**src/rtl/seg_scan_pkg.sv**
```systemverilog
// Shared types and constants for the seven-segment scan controller.
package seg_scan_pkg;

  typedef enum logic {
    ST_BLANK = 1'b0,
    ST_DRIVE = 1'b1
  } scan_state_e;

  localparam int DEF_DIGIT_CYC = 100000;
  localparam int DEF_BLANK_CYC = 1000;

  // Ceiling log2, never below 1 so a 2-digit index still gets a bit.
  function automatic int clog2(input int n);
    int r;
    r = 1;
    for (int i = 1; i < 31; i++) begin
      if ((32'sd1 << i) < n) begin
        r = i + 1;
      end
    end
    return r;
  endfunction

endpackage

```
**src/rtl/scan_prescaler.sv**
```systemverilog
// Per-slot cycle counter; flags the end of the blanking gap and of the slot.
module scan_prescaler
  import seg_scan_pkg::*;
#(
  parameter int DIGIT_CYC = DEF_DIGIT_CYC,
  parameter int BLANK_CYC = DEF_BLANK_CYC,
  parameter int CNT_W     = 17
) (
  input  logic clk,
  input  logic rst_n,
  output logic blank_end,
  output logic slot_end
);

  logic [CNT_W-1:0] cnt_q;
  logic [CNT_W-1:0] cnt_d;

  always_comb begin
    blank_end = (cnt_q == CNT_W'(BLANK_CYC - 1));
    slot_end  = (cnt_q == CNT_W'(DIGIT_CYC - 1));
    if (slot_end) begin
      cnt_d = {CNT_W{1'b0}};
    end else begin
      cnt_d = cnt_q + CNT_W'(1);
    end
  end

  always_ff @(posedge clk or negedge rst_n) begin
    if (!rst_n) begin
      cnt_q <= {CNT_W{1'b0}};
    end else begin
      cnt_q <= cnt_d;
    end
  end

endmodule

```
**src/rtl/seg_scan_ctrl.sv**
```systemverilog
// Time-multiplexed common-anode display scanner with frame-synchronous updates.
// Optional leading-zero blanking is enabled by defining LEADING_ZERO_BLANK_EN.
module seg_scan_ctrl
  import seg_scan_pkg::*;
#(
  parameter int NUM_DIGITS = 4,
  parameter int DIGIT_CYC  = DEF_DIGIT_CYC,
  parameter int BLANK_CYC  = DEF_BLANK_CYC,
  parameter int CNT_W      = 17
) (
  input  logic                    clk,
  input  logic                    rst_n,
  input  logic                    load,
  input  logic [4*NUM_DIGITS-1:0] value,
  input  logic [NUM_DIGITS-1:0]   dp_in,
  output logic [3:0]              bcd_out,
  output logic [NUM_DIGITS-1:0]   an_n,
  output logic                    dp_n,
  output logic                    frame_done,
  output logic                    pending
);

  localparam int VAL_W = 4 * NUM_DIGITS;
  localparam int IDX_W = clog2(NUM_DIGITS);
  localparam logic [IDX_W-1:0] LAST_IDX = IDX_W'(NUM_DIGITS - 1);
  localparam logic [NUM_DIGITS-1:0] AN_OFF = {NUM_DIGITS{1'b1}};

  logic blank_end;
  logic slot_end;

  scan_state_e           state_q;
  logic [IDX_W-1:0]      idx_q;
  logic [IDX_W-1:0]      idx_nxt;
  logic [VAL_W-1:0]      shadow_q;
  logic [NUM_DIGITS-1:0] shadow_dp_q;
  logic [VAL_W-1:0]      act_q;
  logic [VAL_W-1:0]      act_d;
  logic [NUM_DIGITS-1:0] act_dp_q;
  logic [NUM_DIGITS-1:0] act_dp_d;
  logic                  pending_q;
  logic                  frame_end;
  logic                  act_upd;
  logic [NUM_DIGITS-1:0] an_drive;
  logic [3:0]            bcd_q;
  logic [NUM_DIGITS-1:0] an_n_q;
  logic                  dp_n_q;
  logic                  frame_done_q;

  scan_prescaler #(
    .DIGIT_CYC (DIGIT_CYC),
    .BLANK_CYC (BLANK_CYC),
    .CNT_W     (CNT_W)
  ) u_prescaler (
    .clk       (clk),
    .rst_n     (rst_n),
    .blank_end (blank_end),
    .slot_end  (slot_end)
  );

  // A load on the boundary cycle wins over a pending shadow frame.
  always_comb begin
    frame_end = slot_end && (state_q == ST_DRIVE) && (idx_q == LAST_IDX);
    act_upd   = frame_end && (load || pending_q);
    if (idx_q == LAST_IDX) begin
      idx_nxt = {IDX_W{1'b0}};
    end else begin
      idx_nxt = idx_q + IDX_W'(1);
    end
    if (frame_end && load) begin
      act_d    = value;
      act_dp_d = dp_in;
    end else if (frame_end && pending_q) begin
      act_d    = shadow_q;
      act_dp_d = shadow_dp_q;
    end else begin
      act_d    = act_q;
      act_dp_d = act_dp_q;
    end
  end

`ifdef LEADING_ZERO_BLANK_EN
  logic [NUM_DIGITS-1:0] supp_q;
  logic [NUM_DIGITS-1:0] supp_mask;
  logic                  zero_run;

  // Digit i>0 is dark when it and all higher digits are zero and its dp is off.
  always_comb begin
    zero_run  = 1'b1;
    supp_mask = {NUM_DIGITS{1'b0}};
    for (int i = NUM_DIGITS - 1; i > 0; i--) begin
      zero_run     = zero_run && (act_d[4*i +: 4] == 4'd0);
      supp_mask[i] = zero_run && !act_dp_d[i];
    end
    if (supp_q[idx_q]) begin
      an_drive = AN_OFF;
    end else begin
      an_drive = ~(NUM_DIGITS'(1) << idx_q);
    end
  end

  always_ff @(posedge clk or negedge rst_n) begin
    if (!rst_n) begin
      supp_q <= {NUM_DIGITS{1'b0}};
    end else if (act_upd) begin
      supp_q <= supp_mask;
    end
  end
`else
  always_comb begin
    an_drive = ~(NUM_DIGITS'(1) << idx_q);
  end
`endif

  always_ff @(posedge clk or negedge rst_n) begin
    if (!rst_n) begin
      state_q      <= ST_BLANK;
      idx_q        <= {IDX_W{1'b0}};
      shadow_q     <= {VAL_W{1'b0}};
      shadow_dp_q  <= {NUM_DIGITS{1'b0}};
      act_q        <= {VAL_W{1'b0}};
      act_dp_q     <= {NUM_DIGITS{1'b0}};
      pending_q    <= 1'b0;
      bcd_q        <= 4'd0;
      an_n_q       <= AN_OFF;
      dp_n_q       <= 1'b1;
      frame_done_q <= 1'b0;
    end else begin
      frame_done_q <= frame_end;
      act_q        <= act_d;
      act_dp_q     <= act_dp_d;
      if (load && !frame_end) begin
        shadow_q    <= value;
        shadow_dp_q <= dp_in;
        pending_q   <= 1'b1;
      end else if (frame_end) begin
        pending_q   <= 1'b0;
      end
      // bcd_out moves to the next digit as the slot ends, ahead of its anode.
      case (state_q)
        ST_BLANK: begin
          if (blank_end) begin
            state_q <= ST_DRIVE;
            an_n_q  <= an_drive;
            dp_n_q  <= ~act_dp_q[idx_q];
          end
        end
        ST_DRIVE: begin
          if (slot_end) begin
            state_q <= ST_BLANK;
            idx_q   <= idx_nxt;
            an_n_q  <= AN_OFF;
            dp_n_q  <= 1'b1;
            bcd_q   <= act_d[{idx_nxt, 2'b00} +: 4];
          end
        end
        default: begin
          state_q <= ST_BLANK;
          idx_q   <= {IDX_W{1'b0}};
          an_n_q  <= AN_OFF;
          dp_n_q  <= 1'b1;
        end
      endcase
    end
  end

  assign bcd_out    = bcd_q;
  assign an_n       = an_n_q;
  assign dp_n       = dp_n_q;
  assign frame_done = frame_done_q;
  assign pending    = pending_q;

endmodule

```
**config.mk**
```make
export PLATFORM = sky130hd
export DESIGN_NAME = seg_scan_ctrl
export DESIGN_NICKNAME = d
export VERILOG_FILES = /design/src/rtl/seg_scan_pkg.sv /design/src/rtl/scan_prescaler.sv /design/src/rtl/seg_scan_ctrl.sv
export SDC_FILE = /design/constraint.sdc
export NUM_CORES = 1
export LEC_CHECK = 0
export CELL_PAD_IN_SITES_DETAIL_PLACEMENT = 1
export CELL_PAD_IN_SITES_GLOBAL_PLACEMENT = 2
export CORE_MARGIN = 2
export CORE_UTILIZATION = 37
export DETAILED_ROUTE_END_ITERATION = 10
export PLACE_DENSITY_LB_ADDON = 0.1
export SYNTH_ARGS = -nofsm -noshare
export SYNTH_HDL_FRONTEND = slang
export SYNTH_SLANG_ARGS = --single-unit
export TNS_END_PERCENT = 5
```
**constraint.sdc**
```tcl
create_clock -name clk -period 2.8 [get_ports clk]
set_input_delay 0.56 -clock clk [delete_from_list [all_inputs] [get_ports clk]]
set_output_delay 0.56 -clock clk [all_outputs]
set_load 0.005 [all_outputs]
```
==> impl_metrics.py <==
metrics = {
    "timing": {
        "setup_viol": 0,
        "max_slew_margin": 0.588,
        "max_freq_ghz": 0.397,
        "worst_slew_pin_slew_ns": 0.602,
        "slew_viol_final": 0,
        "fin_crit_sh": 0.899,
        "hold_viol_final": 0,
        "rsz0062_at_grt": "no",
        "min_period_ns": 2.52,
        "clock_skew_ns": 0.0125,
        "holdWs_ns": 0.237,
        "fin_tns_setup_ns": 0,
    },
    "yosys": {
        "yosysWarningCount": 0,
        "synth.distinct_cells": 50,
        "ys_ff_latch": 71,
        "synth_common_cells": "66 x dfrtp_1, 24 x o22ai_1, 23 x mux2_2",
        "synth_nets": 359,
        "postSynthAreaPerCell_sq_um": 10.7,
        "seq_area_frac_synth": 0.505,
        "synth_most_common_cell": "dfrtp_1",
        "synthArstFlopShare": 1.00,
        "synthFlopType": "dfrtp_1",
        "synth_edf_count": 0,
        "synth_area_leaders": "dfrtp_1 47%, mux2_2 7.3%, o22ai_1 4.3%, dfstp_2 3.7%, a21oi_1 3.0%",
        "yosys.area.top_type": "dfrtp_1",
        "synth_top_area_share": 0.468,
        "netlist_instances": 331,
        "synthesis.area_sq_um": 3530,
    },
    "route": {
        "wire_per_inst_microns": 17.7,
        "first_iter_violations": 131,
        "first_pass_iters": 4,
        "vias_per_cell": 5.43,
        "via_count": 2736,
        "drc": 0,
        "wirelength_microns": 8940,
        "ant_nets": 0,
    },
    "clock_network": {
        "cts_resized": 0,
        "post_cts_buffers": 0,
        "clockBufferDepth": 2,
        "clk_latency_ns": 0.34,
        "clkTransAtPathRegs_ns": 0.08,
        "cts_root_buffer": "clkbuf_8",
        "cts_hold_buf": 0,
        "cts-buffers-inserted": 9,
        "cts_max_level": 3,
        "cts.sinks": 71,
        "cts_tree": "built",
    },
    "final_layout": {
        "antennaDiodeCount": 0,
        "drive_gt1_frac": 0.171,
        "fillers": 1023,
        "area_growth_pct": 20.0,
        "layout.nets": 398,
        "fin_area_sq_um": 4230,
        "finalNonFillerCells": 504,
    },
    "placed_design": {
        "io_buffers": 33,
        "globalplace.congestion": 0.787,
        "dp_cells": 488,
        "post-dp-hpwl_microns": 6270,
        "place_area_sq_um": 4040,
    },
    "outcome": {
        "status": "completed",
    },
    "grt": {
        "grt_usage": 0.190,
        "grt_max_degree": 72,
        "grt-ovfl-total": 0,
        "antenna_found_initial": 0,
        "grt_pass1_vias": 2788,
        "grt_pass1_wl_microns": 15100,
    },
    "die": {
        "core_sq_um": 9240,
        "die_width_microns": 102,
        "die-area_sq_um": 10300,
        "start_util": 0.382,
        "die_h_microns": 102,
        "rows": 35,
        "ioPinCount": 34,
    },
    "setup_path": {
        "cp_max_fo": 9,
        "critPathLaunchType": "flop",
        "criticalPathCategory": "flop to flop",
        "arrival_ns": 2.76,
        "required_ns": 3.04,
        "cp-end-kind": "flop",
    },
    "power": {
        "ir_drop_mv": 0.216,
        "power_density_nw_per_um2": 475,
        "p_leak_nw": 1.75,
    },
    "flow_run": {
        "max-cap-violations": 0,
    },
    "min_path": {
        "min_path_type": "input port to asynchronous set/reset pin",
    },
}
sequential cells by signal, indices dropped and copies added (netlist names):
name	count
frame_done	1
u_prescaler.cnt_q	17
shadow_q	16
shadow_dp_q	4
idx_q	2
an_n	4
bcd_out	4
act_dp_q	4
act_q	16
dp_n	1
state_q	1
pending	1
per-layer routing:
metal,global-route usage,part of all wire,routed length [microns]
met4,0.0551,0.015,134
met2,0.288,0.45,4030
met1,0.276,0.51,4570
met5,0,0,0
met3,0.0373,0.023,202
worst paths after layout:
check / startpoint / to / slack, ns / cells after the start
max in group asynchronous: rst_n / bcd_out[0]$_DFFE_PN0P_ / 2.23 / 2
min: rst_n / shadow_q[0]$_DFFE_PN0P_ / 0.24 / 2
min in group clk: u_prescaler.cnt_q[0]$_DFF_PN0_ / u_prescaler.cnt_q[0]$_DFF_PN0_ / 0.45 / 1
max reg2reg: idx_q[0]$_DFFE_PN0P_ / bcd_out[3]$_DFFE_PN0P_ / 0.28 / 7
min reg2reg: u_prescaler.cnt_q[0]$_DFF_PN0_ / u_prescaler.cnt_q[0]$_DFF_PN0_ / 0.45 / 1
max: idx_q[0]$_DFFE_PN0P_ / bcd_out[3]$_DFFE_PN0P_ / 0.28 / 7
cell usage in the layout, fill, tap and decap left out, types with 3 or more instances in the layout:
| cell | count |
|---|---|
| clkinv_2 | 3 |
| dfrtp_1 | 66 |
| nand3_1 | 11 |
| nand2b_1 | 16 |
| and4_1 | 3 |
| o32a_1 | 3 |
| a211oi_1 | 4 |
| ha_1 | 5 |
| buf_4 | 12 |
| a32oi_1 | 3 |
| mux2_2 | 23 |
| clkbuf_8 | 9 |
| nand4_1 | 11 |
| nand2_1 | 15 |
| inv_1 | 10 |
| o22ai_1 | 24 |
| a211o_1 | 3 |
| or2_2 | 3 |
| nor2b_1 | 3 |
| o21ai_0 | 11 |
| nor2_1 | 16 |
| clkdlybuf4s50_1 | 32 |
| dfstp_2 | 5 |
| a21oi_1 | 21 |
| nor3_1 | 13 |
| xnor2_1 | 10 |
| o32ai_1 | 4 |
| xor2_1 | 5 |
metrics by stage:
step	setup slack, ns	utilization	power [mW]
global placement	0.198	0.438	1.23
global route	0.129	0.458	2.11
detailed placement	0.207	0.438	1.24
floorplan	0.740	-	1.16
CTS	0.282	0.458	2.05
finish	0.283	0.458	2.01
worst max-delay path, cell delays in order (launching register included):
cell	delay, ns
dfrtp_1	0.53
inv_1	0.14
ha_1	0.52
mux2i_1	0.27
nor3_1	0.07
a2111oi_0	0.58
a2bb2oi_1	0.14
a21o_1	0.17
logic make-up after synthesis:
family                   count (synthesis)  share of synthesized area
AND/OR/NAND/NOR                        105                      0.170
AO/OA/AOI/OAI                           82                      0.154
flip-flops                              71                      0.505
buffers and inverters                   28                     0.0337
multiplexers                            25                     0.0827
XOR/XNOR                                15                     0.0372
adder cells (fa/ha/maj)                  5                     0.0177
power breakdown:
group	switching, mW	internal (mW)
sequential	0.0150	1.06
combinational	0.0622	0.0747
clock	0.391	0.409
final cells by class:
class                      instances  area (sq um)  area share
multi-input combinational        232          1630       0.384
clock buffer                      10           128      0.0302
inverter                          10          37.5     0.00887
tap                              129           161      0.0381
clock inverter                     6          61.3      0.0145
sequential                        71          1780       0.421
timing repair buffer              46           435       0.103
(Power assumes the default switching activity.)
